File: config.mk
export PLATFORM = sky130hd
export DESIGN_NAME = us_cmd_arb
export DESIGN_NICKNAME = d
export VERILOG_FILES = /design/src/rtl/us_cmd_pkg.sv /design/src/rtl/us_cmd_arb_rr_pick.sv /design/src/rtl/us_cmd_arb.sv
export SDC_FILE = /design/constraint.sdc
export NUM_CORES = 1
export LEC_CHECK = 0
export ABC_AREA = 1
export CAP_MARGIN = 10
export CORE_AREA = 2 2 259 261
export DETAILED_ROUTE_END_ITERATION = 7
export DIE_AREA = 0 0 261 263
export PLACE_DENSITY_LB_ADDON = 0.15
export SLEW_MARGIN = 20
export SYNTH_ARGS = -nofsm -noshare
export SYNTH_HDL_FRONTEND = slang
export SYNTH_SLANG_ARGS = --single-unit
export TNS_END_PERCENT = 100
File: constraint.sdc
create_clock -name clk -period 3.2 [get_ports clk]
set_input_delay 0.48 -clock clk [delete_from_list [all_inputs] [get_ports clk]]
set_output_delay 0.48 -clock clk [all_outputs]
set_load 0.03 [all_outputs]
File: src/rtl/us_cmd_pkg.sv
// Shared types and constants for the upstream command arbiter.
package us_cmd_pkg;

    localparam int US_CMD_DATA_W = 128;
    localparam int US_CMD_STAT_W = 16;

    typedef enum logic {
        IDLE = 1'b0,
        XFER = 1'b1
    } us_cmd_arb_state_t;

endpackage

File: src/rtl/us_cmd_arb_rr_pick.sv
// Combinational round-robin selector: first set request strictly after `last`,
// wrapping around; `any` is high when at least one request is set.
module rr_pick #(
    parameter int N = 4
) (
    input  logic [N-1:0]         req,
    input  logic [$clog2(N)-1:0] last,
    output logic [$clog2(N)-1:0] idx,
    output logic                 any
);

    localparam int IDX_W = $clog2(N);

    // pos[k] is the requester examined k-th; rot holds its request bit.
    logic [IDX_W-1:0] pos [N];
    logic [N-1:0]     rot;

    generate
        for (genvar gi = 0; gi < N; gi++) begin : g_rot
            assign pos[gi] = IDX_W'((int'(last) + 1 + gi) % N);
            assign rot[gi] = req[pos[gi]];
        end
    endgenerate

    always_comb begin
        idx = '0;
        any = 1'b0;
        for (int k = N - 1; k >= 0; k--) begin
            if (rot[k]) begin
                idx = pos[k];
                any = 1'b1;
            end
        end
    end

endmodule

File: src/rtl/us_cmd_arb.sv
// Round-robin arbiter feeding the single write port of the upstream command FIFO.
// Optional per-requester accepted-command counters: define US_CMD_ARB_STATS_EN.
module us_cmd_arb
    import us_cmd_pkg::*;
#(
    parameter int NUM_REQ   = 4,
    parameter int DATA_W    = US_CMD_DATA_W,
    parameter int MAX_BURST = 4
) (
    input  logic                        clk,
    input  logic                        rst_n,
    input  logic [NUM_REQ-1:0]          req_valid,
    input  logic [NUM_REQ*DATA_W-1:0]   req_data,
    output logic [NUM_REQ-1:0]          req_ready,
    output logic [DATA_W-1:0]           fifo_din,
    output logic                        fifo_wr_en,
    input  logic                        fifo_full,
    input  logic                        fifo_prog_full,
    output logic [$clog2(NUM_REQ)-1:0]  grant_id,
    output logic                        ovf_err
`ifdef US_CMD_ARB_STATS_EN
    ,
    output logic [NUM_REQ*US_CMD_STAT_W-1:0] stat_cnt
`endif
);

    localparam int IDX_W = $clog2(NUM_REQ);
    localparam int BC_W  = 4;

    us_cmd_arb_state_t state_reg, state_next;
    logic [IDX_W-1:0]  last_reg, last_next;
    logic [IDX_W-1:0]  grant_reg, grant_next;
    logic [BC_W-1:0]   burst_reg, burst_next;
    logic [DATA_W-1:0] din_reg;
    logic              wr_en_reg;
    logic              ovf_reg;
    logic [IDX_W-1:0]  pick_idx;
    logic              pick_any;
    logic              hs;
    logic [DATA_W-1:0] req_arr [NUM_REQ];

    generate
        for (genvar gi = 0; gi < NUM_REQ; gi++) begin : g_unpack
            assign req_arr[gi] = req_data[gi*DATA_W +: DATA_W];
        end
    endgenerate

    rr_pick #(.N(NUM_REQ)) u_pick (
        .req  (req_valid),
        .last (last_reg),
        .idx  (pick_idx),
        .any  (pick_any)
    );

    // prog_full freezes the grant: no handshake, no release, even if the
    // granted requester has dropped valid meanwhile.
    always_comb begin
        state_next = state_reg;
        last_next  = last_reg;
        grant_next = grant_reg;
        burst_next = burst_reg;
        req_ready  = '0;
        hs         = 1'b0;
        case (state_reg)
            IDLE: begin
                if (pick_any && !fifo_prog_full) begin
                    grant_next = pick_idx;
                    burst_next = '0;
                    state_next = XFER;
                end
            end
            XFER: begin
                req_ready[grant_reg] = ~fifo_prog_full;
                hs = req_valid[grant_reg] & ~fifo_prog_full;
                if (!fifo_prog_full) begin
                    if (!req_valid[grant_reg]) begin
                        state_next = IDLE;
                        last_next  = grant_reg;
                    end else begin
                        burst_next = burst_reg + 1'b1;
                        if (burst_reg == BC_W'(MAX_BURST - 1)) begin
                            state_next = IDLE;
                            last_next  = grant_reg;
                        end
                    end
                end
            end
            default: state_next = IDLE;
        endcase
    end

    always_ff @(posedge clk or negedge rst_n) begin
        if (!rst_n) begin
            state_reg <= IDLE;
            last_reg  <= IDX_W'(NUM_REQ - 1);
            grant_reg <= '0;
            burst_reg <= '0;
            din_reg   <= '0;
            wr_en_reg <= 1'b0;
            ovf_reg   <= 1'b0;
        end else begin
            state_reg <= state_next;
            last_reg  <= last_next;
            grant_reg <= grant_next;
            burst_reg <= burst_next;
            wr_en_reg <= hs;
            if (hs) begin
                din_reg <= req_arr[grant_reg];
            end
            if (wr_en_reg && fifo_full) begin
                ovf_reg <= 1'b1;
            end
        end
    end

    assign fifo_din   = din_reg;
    assign fifo_wr_en = wr_en_reg;
    assign grant_id   = grant_reg;
    assign ovf_err    = ovf_reg;

`ifdef US_CMD_ARB_STATS_EN
    generate
        for (genvar gi = 0; gi < NUM_REQ; gi++) begin : g_stat
            logic [US_CMD_STAT_W-1:0] cnt_reg;
            always_ff @(posedge clk or negedge rst_n) begin
                if (!rst_n) begin
                    cnt_reg <= '0;
                end else if (hs && grant_reg == IDX_W'(gi)) begin
                    cnt_reg <= cnt_reg + 1'b1;
                end
            end
            assign stat_cnt[gi*US_CMD_STAT_W +: US_CMD_STAT_W] = cnt_reg;
        end
    endgenerate
`endif

endmodule
==> results_dict.tcl <==
set metrics [dict create \
    status "finished clean" \
    startpoint_type "flip-flop" \
    cts_htree_levels 4 \
    synth_cell_types 24 \
    critical_path_required_ns 2.72 \
    relSlewSlack_pct 45.7 \
    antenna_found_initial 3 \
    drc 0 \
    synthArstFlopShare_pct 100 \
    core-area_sq_um 65600 \
    synth.cell_area_sq_um 8540 \
    wl_um 49400 \
    numCtsBuffers 17 \
    cts_tree "built" \
    finalSetupViolations 0 \
    fin_worst_skew_ns 0.00825 \
    cp_top_family "buffers and inverters" \
    crit_buf_inv 1 \
    path_max_fanout 8 \
    finalHoldViolCount 0 \
    drive_above_1_share_pct 3.55 \
    cts_resized 0 \
    overflow 0 \
    critical_path_arrival_ns 2.08 \
    clock-sinks 139 \
    synth_area_leaders "dfrtp_1, nand2_1, nand3_1, a21oi_1, o21ai_1" \
    cts_hold_buf 0 \
    via_per_inst 4.02 \
    ant_nets 0 \
    synth_seq_area_share_pct 40.8 \
    synth_edf_count 0 \
    dp_cells 2691 \
    clockBufferDepth 2 \
    syn_avg_cell_area_sq_um 6.84 \
    ys_ff_latch 139 \
    slowest_stage "clkdlybuf4s50_1" \
    yosys_warnings 0 \
    setup_tns_ns 0 \
    synthCells 1248 \
    max-cap-violations 0 \
    yosysMostFrequentCell "nand2_1" \
    post_cts.repair.setup_buffers 0 \
    cp_cell_sequence "nand2_1 -> nor2_1 -> clkdlybuf4s50_1" \
    syn_to_final_growth_pct 94.0 \
    cts-root-buf "clkbuf_16" \
    period_share_pct 80.0 \
    power_density_nw_per_um2 857 \
    synth_flop_cell "dfrtp_1" \
    die_x_um 261 \
    tightest_slew_ns 0.815 \
    wl_per_cell_um 18.1 \
    fin_cells 2724 \
    synth_common_cells "nand2_1, nand3_1, dfrtp_1" \
    cpPeakStageDelay_ns 0.68 \
    clk_pin_slew_ns 0.07 \
    fmax_mhz 391 \
    die_y_um 263 \
    drt_iter0_drc 449 \
    hp-class "input pin to async pin" \
    dieArea_sq_um 68600 \
    p_leak_nw 6.78 \
    grt_pass1_vias 11100 \
    grt_pass1_wl_um 71800 \
    grt_max_degree 130 \
    crit_path_end_kind "primary output" \
    via_count 11000 \
    rsz0062_at_grt "false" \
    gp_congestion 0.834 \
    synth.top_cell.area_share_pct 40.1 \
    io_buffers 655 \
    grt_usage_pct 14.0 \
    slew_violations 0 \
    finalCriticalPeriod_ns 2.56 \
    largest_register_ffs 128 \
    num_io_pins 656 \
    fillers 7253 \
    drtPass1Iterations 6 \
    ir_drop_mv 0.574 \
    start_util_pct 13.0 \
    syn-num-nets 1769 \
    row_count 94 \
    nNetsFinal 2367 \
    post-dp-hpwl_um 37100 \
    worstSkewPairLatency_ns 0.47 \
    yosysTopAreaCell "dfrtp_1" \
    worstSetupPathType "flip-flop to primary output" \
]
==> worst register-to-register path, cell delays in order (launching register included) <==
cell,delay [ns]
dfrtp_4,0.51
buf_4,0.29
buf_4,0.59
nand3_1,0.35
nand3_1,0.15
a21oi_1,0.07
o21ai_1,0.16
==> power by group <==
part           internal [W]  switching (W)
clock               0.00138       0.000876
sequential          0.00255       0.000479
combinational       0.00331        0.00561
==> layer usage <==
metal	track usage (%)	share of wire (%)
met1	15.5	39
met2	25.4	51
met3	4.70	7.9
met5	0	0.055
met4	3.76	1.7
==> cells in the final DEF, fill, tap and decap left out, drive strengths merged <==
cell	n
a21oi	131
nor3	2
diode	1
clkinvlp	3
clkdlybuf4s50	654
nand2	438
dfrtp	137
xor2	2
o21ai	132
nand4	2
clkinv	3
inv	22
ha	1
buf	25
o211ai	1
nand3	268
dfstp	2
bufinv	5
o21a	1
nor2	11
clkbuf	18
a21o	1
==> cells by family (layout without fill, tap and decap cells) <==
logic type | Yosys count | in the layout | share of synthesized area, %
AND/OR/NAND/NOR | 721 | 721 | 35.9
AO/OA/AOI/OAI | 266 | 266 | 15.7
flip-flops | 139 | 139 | 40.8
buffers and inverters | 119 | 730 | 7.34
XOR/XNOR | 2 | 2 | 0.205
adder cells (fa/ha/maj) | 1 | 1 | 0.146
other | 0 | 1 | 0
==> final cells by class <==
class | instances | area [sq um] | area share, %
well taps | 864 | 1080 | 6.53
clock buffers | 18 | 429 | 2.59
flip-flops and latches | 139 | 3480 | 21.0
inverters | 19 | 78.8 | 0.476
clock inverters | 14 | 218 | 1.31
diodes | 1 | 2.50 | 0.0151
repair buffers | 679 | 6830 | 41.2
multi-input cells | 990 | 4450 | 26.8
==> final timing paths <==
kind | from | endpoint | slack, ns | cells past startpoint
worst min register to register | ovf_err$_DFFE_PN0P_ | ovf_err$_DFFE_PN0P_ | 0.46 | 1
worst max register to register | grant_id[0]$_DFFE_PN0P_ | fifo_din[99]$_DFFE_PN0P_ | 1.00 | 6
max in group asynchronous | rst_n | last_reg[0]$_DFFE_PN1P_ | 2.33 | 2
min in group clk | ovf_err$_DFFE_PN0P_ | ovf_err$_DFFE_PN0P_ | 0.46 | 1
worst min-delay path | rst_n | fifo_din[100]$_DFFE_PN0P_ | 0.03 | 1
worst max-delay path | grant_id[1]$_DFFE_PN0P_ | req_ready[3] | 0.64 | 3
==> stage by stage <==
stage | total power [W] | hold WS, ns | setup slack (ns) | utilization (%) | instance area (sq um)
after floorplan | 0.00821 | 0.184 | 0.971 | - | 8540
after global placement | 0.0122 | 0.441 | 0.682 | 24.3 | 15900
after detailed placement | 0.0122 | 0.447 | 0.697 | 24.3 | 15900
after CTS | 0.0145 | 0.0379 | 0.572 | 25.2 | 16600
after global routing | 0.0153 | 0.0592 | 0.497 | 25.2 | 16600
final | 0.0142 | 0.0259 | 0.639 | 25.2 | 16600
Power figures use the tool's default switching activity.
